===== config.mk =====
export PLATFORM = sky130hd
export DESIGN_NAME = uart_tx
export DESIGN_NICKNAME = d
export VERILOG_FILES = /design/src/rtl/uart_pkg.sv /design/src/rtl/uart_baud_counter.sv /design/src/rtl/uart_tx.sv
export SDC_FILE = /design/constraint.sdc
export NUM_CORES = 1
export LEC_CHECK = 0
export ABC_AREA = 1
export BUFFER_PORTS_ARGS = -buffer_cell sky130_fd_sc_hd__buf_2
export CELL_PAD_IN_SITES_DETAIL_PLACEMENT = 1
export CELL_PAD_IN_SITES_GLOBAL_PLACEMENT = 2
export CORE_ASPECT_RATIO = 1.5
export CORE_MARGIN = 1.5
export CORE_UTILIZATION = 35
export DETAILED_ROUTE_END_ITERATION = 8
export PLACE_DENSITY_LB_ADDON = 0.1
export SETUP_SLACK_MARGIN = 0.4
export SYNTH_ARGS = -nofsm -noshare
export SYNTH_HDL_FRONTEND = slang
export SYNTH_SLANG_ARGS = --single-unit

===== constraint.sdc =====
create_clock -name clk -period 4.6 [get_ports clk]
set_input_delay 1.38 -clock clk [delete_from_list [all_inputs] [get_ports clk]]
set_output_delay 1.38 -clock clk [all_outputs]
set_load 0.005 [all_outputs]

===== src/rtl/uart_pkg.sv =====
// rtl/uart_pkg.sv - shared UART defaults, frame constants and TX state type
package uart_pkg;

  // Board defaults, shared with the receive path
  localparam int CLK_FREQ_DEFAULT = 50_000_000;
  localparam int BAUDRATE_DEFAULT = 9_600;

  // 8N1 frame shape
  localparam int   DATA_BITS   = 8;
  localparam int   STOP_BITS   = 1;
  localparam logic START_LEVEL = 1'b0;
  localparam logic IDLE_LEVEL  = 1'b1;

  typedef enum logic [1:0] {
    ST_IDLE,
    ST_START,
    ST_DATA,
    ST_STOP
  } tx_state_t;

endpackage


===== src/rtl/uart_baud_counter.sv =====
// rtl/uart_baud_counter.sv - restartable modulo-DIV counter with terminal-count tick
module uart_baud_counter #(
  parameter int DIV = 10
) (
  input  logic clk,
  input  logic reset,
  input  logic restart,
  input  logic enable,
  output logic tick
);

  localparam int              CW   = (DIV > 1) ? $clog2(DIV) : 1;
  localparam logic [CW-1:0]   TERM = CW'(DIV - 1);

  logic [CW-1:0] r_count;

  assign tick = enable && (r_count == TERM);

  // Restart lets bit edges line up with byte acceptance instead of a free-running tick
  always_ff @(posedge clk) begin
    if (reset || restart) begin
      r_count <= '0;
    end else if (enable) begin
      r_count <= tick ? '0 : r_count + 1'b1;
    end
  end

endmodule


===== src/rtl/uart_tx.sv =====
// rtl/uart_tx.sv - 8N1 UART transmitter with valid/ready byte input
module uart_tx
  import uart_pkg::*;
#(
  parameter int CLK_FREQ = CLK_FREQ_DEFAULT,
  parameter int BAUDRATE = BAUDRATE_DEFAULT
) (
  input  logic       clk,
  input  logic       reset,
  input  logic [7:0] tx_data,
  input  logic       tx_valid,
  output logic       tx_ready,
  output logic       TxD,
  output logic       tx_busy,
  output logic       tx_done
);

  localparam int DIV = CLK_FREQ / BAUDRATE;

  tx_state_t            r_state;
  logic [DATA_BITS-1:0] r_shift;
  logic [2:0]           r_bit_cnt;
  logic                 r_txd;
  logic                 r_ready;
  logic                 r_busy;
  logic                 r_done;
  logic                 w_handshake;
  logic                 w_tick;

  assign w_handshake = tx_valid && r_ready;

  assign TxD      = r_txd;
  assign tx_ready = r_ready;
  assign tx_busy  = r_busy;
  assign tx_done  = r_done;

  uart_baud_counter #(
    .DIV (DIV)
  ) u_baud (
    .clk     (clk),
    .reset   (reset),
    .restart (w_handshake),
    .enable  (r_busy),
    .tick    (w_tick)
  );

  // TxD lags the state by one clock so the line never glitches on a state change
  always_ff @(posedge clk) begin
    if (reset) begin
      r_state   <= ST_IDLE;
      r_shift   <= '0;
      r_bit_cnt <= '0;
      r_txd     <= IDLE_LEVEL;
      r_ready   <= 1'b1;
      r_busy    <= 1'b0;
      r_done    <= 1'b0;
    end else begin
      r_done <= 1'b0;
      case (r_state)
        ST_IDLE: begin
          r_txd <= IDLE_LEVEL;
          if (w_handshake) begin
            r_shift   <= tx_data;
            r_bit_cnt <= '0;
            r_state   <= ST_START;
            r_ready   <= 1'b0;
            r_busy    <= 1'b1;
          end
        end
        ST_START: begin
          r_txd <= START_LEVEL;
          if (w_tick) begin
            r_state <= ST_DATA;
          end
        end
        ST_DATA: begin
          r_txd <= r_shift[0];
          if (w_tick) begin
            r_shift   <= r_shift >> 1;
            r_bit_cnt <= r_bit_cnt + 1'b1;
            if (r_bit_cnt == 3'(DATA_BITS - 1)) begin
              r_state <= ST_STOP;
            end
          end
        end
        ST_STOP: begin
          r_txd <= IDLE_LEVEL;
          if (w_tick) begin
            r_state <= ST_IDLE;
            r_ready <= 1'b1;
            r_busy  <= 1'b0;
            r_done  <= 1'b1;
          end
        end
        default: begin
          r_state <= ST_IDLE;
        end
      endcase
    end
  end

endmodule


Word-level counts from Yosys, hierarchy flattened. Cells that the tools add are included.

Register bits: 30. Word-level logic and storage cells: 53. Output and inout bits: 4. Input bits: 11.

Bitwise operators: 1. Reductions and logical operators: 11. Equality and inequality tests: 10. Mux-type cells: 21. $add $sub $neg: 2.

Operators with widths (number): $mux 8 (2); $pmux 8 s2 (1); $add 13x1->13 const B (1); $eq 13x13->1 const B (1); $mux 13 (1); $mux 2 (5); $ne 2x1->1 const B (4); $pmux 2 s4 (1); $mux 3 (2); $pmux 3 s2 (1); $reduce_and 3->1 (2); $mux 1 (5); $reduce_and 5->1 (1); $eq 2x2->1 const B (2); $pmux 1 s2 (2); $reduce_bool 2->1 (2); $reduce_or 2->1 (2); $add 3x1->3 const B (1); $eq 3x3->1 const B (1); $pmux 1 s3 (1); $eq 2x1->1 const B (1); $logic_and 1x1->1 (2); $logic_not 2->1 (1); $ne 2x2->1 const B (1); other kinds (2) (2).

Depth between registers and ports, before layout.
Depth in word-level cells: 4. Gate-level depth with buffers: 12. Mapped depth without buffers: 11.

Cells and area by module. Synthesis repeated with hierarchy kept, for this count alone.

Cells, all modules: 239. Area total of the unflattened synthesis: 1660.3 sq um.

By module, submodules not included: uart_tx (instances 1, seq. area each 340.3 sq um, area an instance 922.1 sq um, cells an instance 127); uart_baud_counter (instances 1, seq. area each 260.2 sq um, area an instance 738.2 sq um, cells an instance 112).

Worst setup path before layout. No wires, ideal clock.

Kind: input to register. From: input tx_valid. To: register r_shift[1]. Data required time: 4.485 ns. Arrival: 2.154 ns. Path buffers: 1. Slack: 2.331 ns. Stages on the path: 6. Library setup time: 0.115 ns. Cell sequence: nand2_1 -> o21ai_0 -> clkbuf_1 -> nand3_1 -> nand2_1 -> nor2_1.

Cells in the longest elaborated chain, start to end: 3.

Ends and longest elaborated chain: start, declared (line uart_tx.sv:11) `input logic tx_valid,`; $logic_and 1x1->1 (line uart_tx.sv:30) `assign w_handshake = tx_valid && r_ready;`; $ne 2x1->1 (no source line); $reduce_and 3->1 (no source line); end signal, assigned (line uart_tx.sv:63) `r_shift <= tx_data;`; end signal, assigned (line uart_tx.sv:79) `r_shift <= r_shift >> 1;`; end, declared (line uart_tx.sv:21) `logic [DATA_BITS-1:0] r_shift;`.

Every way passes these cells. A chain may end at the register's enable or synchronous reset.

Final worst setup path.
From: register r_busy, in the netlist tx_busy. To: output tx_busy.

RTL lines: start, declared (line uart_tx.sv:25) `logic r_busy;`; start signal, assigned (line uart_tx.sv:55) `r_busy <= 1'b0;`; start signal, assigned (line uart_tx.sv:67) `r_busy <= 1'b1;`; start signal, assigned (line uart_tx.sv:91) `r_busy <= 1'b0;`; end, declared (line uart_tx.sv:14) `output logic tx_busy,`.

No word-level cell between the ends.

==> impl_summary.txt <==
----------------------------------------------------
[Pwr]
  Leakage power figure ... 0.814 nW
  Peak supply drop ... 265 uV
  Total power density per cell area ... 545 nW/um^2

[Cells and area]
  Antenna diode count ... 0
  Fraction of final layout cells with drive strength greater than 1 ... 13.7%
  Area growth from synthesis to layout ... 11.0%
  Count of nets after finishing ... 275
  Final instance count without filler cells ... 320

[STA]
  Final Hold Violating Endpoints ... 0
  Peak Freq ... roughly 0.42 GHz
  Total count of max-transition violations in the final report ... 0
  Post-route clock skew ... 0.00450 ns
  Final setup violating endpoints ... 0
  Actual transition at the worst max-transition pin ... 0.779 ns
  Final total negative setup slack ... 0 ns
  Unrepaired setup endpoints after global routing ... no
  Final Cycle Share ... around 52%
  Max-slew headroom at the worst pin ... between 40% and 50%
  Fin crit period ... 2.40 ns

[Synth]
  Main flop type after synthesis ... sky130_fd_sc_hd__dfxtp_1
  Number of enable-type register cells in the synthesized netlist ... 0
  Proportion of register bits with asynchronous set or reset after synthesis ... 0%
  Register area share after synthesis ... approximately 35%
  Yosys warns ... 0
  Post-synth top area cell ... sky130_fd_sc_hd__dfxtp_1
  Share of the synthesized area in the top cell type ... 35.5%
  Register bit count reported by yosys ... 30
  Synthesized instance count ... 241
  Netlist area before placement ... 1690 um^2
  Count of unique library cells instantiated by Yosys ... 29
  Number of nets produced by synthesis ... between 200 and 300
  Largest cells by area after synthesis ... sky130_fd_sc_hd__dfxtp_1, sky130_fd_sc_hd__nand2_1, sky130_fd_sc_hd__nor2_1
  Avg Cell Area, Syn ... 7.03 um^2

[Route]
  Post-DR wirelength/cell ... 12.2 um
  Count of nets left with antenna violations after detail routing ... 0
  Detailed-routing iteration count for the pre-antenna-repair pass ... 3
  DRC marker count from the first detailed-route iteration ... 43
  Via density per instance ... 4.74
  DRC Markers ... 0
  Detailed Route WL ... 3900 um
  Total via count in the routed design ... 1518

[GRT]
  GR Util All Layers ... 16.7%
  Number of global-route vias before repair ... 1552
  Pin count of the biggest net entering global routing ... 22
  Number of antenna violations at the first check in global routing ... 0
  Global-route wire length before repair ... between 6000 and 7000 um
  Grt total ovfl ... 0

[Run]
  Maximum capacitance violations ... 0

[Min path]
  Hold WC Path Type ... reg2reg

[Critical path]
  Max FO, Critical Path ... 9
  Kind of end point of the critical path ... output port
  Critical Setup Path Class ... reg2out
  Highest-delay cell along the critical path ... sky130_fd_sc_hd__dfxtp_1
  Buffer and inverter count on the worst path ... 1
  Maximum single-stage delay on the critical path ... 0.55 ns
  Ordered cell list for the critical path ... buf_2
  Worst Setup Start Kind ... flop
  Arrival time of data at the critical path endpoint ... 1.02 ns
  Top Family by Delay on Critical Path ... flip-flops
  Critical Path RT ... 3.22 ns

[Die]
  I/O pin cnt ... 15
  Initial core utilization ... between 30 and 40%
  Die height ... slightly below 90 um
  Core region area ... roughly 4600 um^2
  Total Die Area ... 5280 um^2
  Horiz. Die Dim ... 59.8 um
  Std-Cell Rows ... 30

[Clock network]
  CTS tree ... done
  Post-CTS Hold Buffers ... 0
  # resized after CTS ... 0
  TritonCTS buffer count ... 5
  Clk sink count ... 30
  Maximum buffer depth of the clock tree ... 2
  CTS HTree Levels ... 2
  Insertion delay of the later-clocked pin in the worst-skew pair ... 0.28 ns
  Post CTS Setup Buffer Count ... 0
  Clock transition at the registers of the reported paths ... 0.06 ns
  Clk Tree Root Cell ... sky130_fd_sc_hd__clkbuf_8

[Placement]
  Hpwl dp ... roughly 3000 um
  Post-Place Cells ... 312
  Gpl congestion ... around 0.74
  Count of input and output buffers ... 14

[Status]
  Result of the run ... finished, final reports clean

----------------------------------------------------
-- layer usage --
metal  track usage [%]  wire length, um
met5                 0                0
met4              7.47               81
met3              3.07               81
met2              31.6             2110
met1              17.1             1630
-- stage by stage --
stage / util [%] / hold slack [ns] / cell area, um^2 / setup WS, ns / total power [mW]
after floorplan: - / 0.451 / 1690 / 2.33 / 0.748
after global placement: 39.1 / 0.461 / 1790 / 2.08 / 0.814
after detailed placement: 39.1 / 0.474 / 1790 / 2.03 / 0.820
after CTS: 41.1 / 0.491 / 1880 / 2.18 / 1.05
after global routing: 41.1 / 0.526 / 1880 / 2.12 / 1.12
final: 41.1 / 0.483 / 1880 / 2.20 / 1.03
-- worst min-delay path: cells and delay by family (launching register included) --
kind | cells | cell delay [ns]
flops | 1 | 0.33
compound gates | 1 | 0.04
simple gates | 1 | 0.08
-- cells in the mapped netlist (3+ instances only) --
cell type,instances
sky130_fd_sc_hd__a21oi_1,18
sky130_fd_sc_hd__dfxtp_1,30
sky130_fd_sc_hd__ha_1,9
sky130_fd_sc_hd__inv_1,27
sky130_fd_sc_hd__mux2i_1,7
sky130_fd_sc_hd__nand2_1,55
sky130_fd_sc_hd__nand2_4,3
sky130_fd_sc_hd__nand3_1,16
sky130_fd_sc_hd__nand4_1,4
sky130_fd_sc_hd__nor2_1,39
sky130_fd_sc_hd__nor3_1,5
sky130_fd_sc_hd__o21ai_0,6
-- cells in the final DEF (no fill, tap or decap), types with 2 or more instances in the layout --
cell	count
sky130_fd_sc_hd__nor2_4	2
sky130_fd_sc_hd__nand2_4	3
sky130_fd_sc_hd__nor2_1	39
sky130_fd_sc_hd__nor2_2	2
sky130_fd_sc_hd__nand2_1	55
sky130_fd_sc_hd__a21oi_1	18
sky130_fd_sc_hd__nand4_1	4
sky130_fd_sc_hd__mux2i_1	7
sky130_fd_sc_hd__dfxtp_1	30
sky130_fd_sc_hd__ha_1	9
sky130_fd_sc_hd__clkbuf_8	6
sky130_fd_sc_hd__o21ai_0	5
sky130_fd_sc_hd__buf_2	14
sky130_fd_sc_hd__inv_1	27
sky130_fd_sc_hd__nor3_1	5
sky130_fd_sc_hd__nand2_2	2
sky130_fd_sc_hd__nand3_1	16
-- worst paths after layout --
kind / start / cells past startpoint / end / slack (ns)
setup / recovery: tx_busy / 1 / tx_busy / 2.20
hold / removal: r_shift[1] / 2 / r_shift[1] / 0.48
setup reg to reg: r_state[0] / 9 / r_bit_cnt[0] / 2.55
hold reg to reg: r_shift[1] / 2 / r_shift[1] / 0.48
-- cell type report --
type | instances | area [um^2]
Clock buffer | 7 | 86.3
Clock inverter | 1 | 5.00
Fill cell | 621 | 2700
Inverter | 28 | 108
Multi-Input combinational cell | 175 | 923
Sequential cell | 30 | 601
Tap cell | 64 | 80.1
Timing Repair Buffer | 15 | 77.6
-- where the power goes --
group          internal, mW  switching (mW)  total (mW)  leakage [nW]
registers             0.322          0.0461       0.368         0.245
clock network         0.121           0.102       0.222        0.0482
logic                 0.172           0.263       0.435         0.521
total                 0.615           0.411        1.03         0.814
-- state kept, by name, indices dropped and copies added, names as in the netlist --
| signal | count |
|---|---|
| u_baud.r_count | 13 |
| r_shift | 8 |
| r_bit_cnt | 3 |
| r_state | 2 |
| TxD | 1 |
| tx_busy | 1 |
| tx_done | 1 |
| tx_ready | 1 |
-- logic make-up (layout without fill, tap and decap cells) --
group | Yosys count | after routing | synth area share, %
AO/OA/AOI/OAI | 27 | 27 | 8.49
XOR/XNOR | 1 | 1 | 0.517
adder cells (fa/ha/maj) | 9 | 9 | 6.65
buffers and inverters | 36 | 51 | 10.0
flip-flops | 30 | 30 | 35.5
multiplexers | 7 | 7 | 4.14
AND/OR/NAND/NOR | 131 | 131 | 34.7
Note: power is estimated with default switching activity, not from simulation.
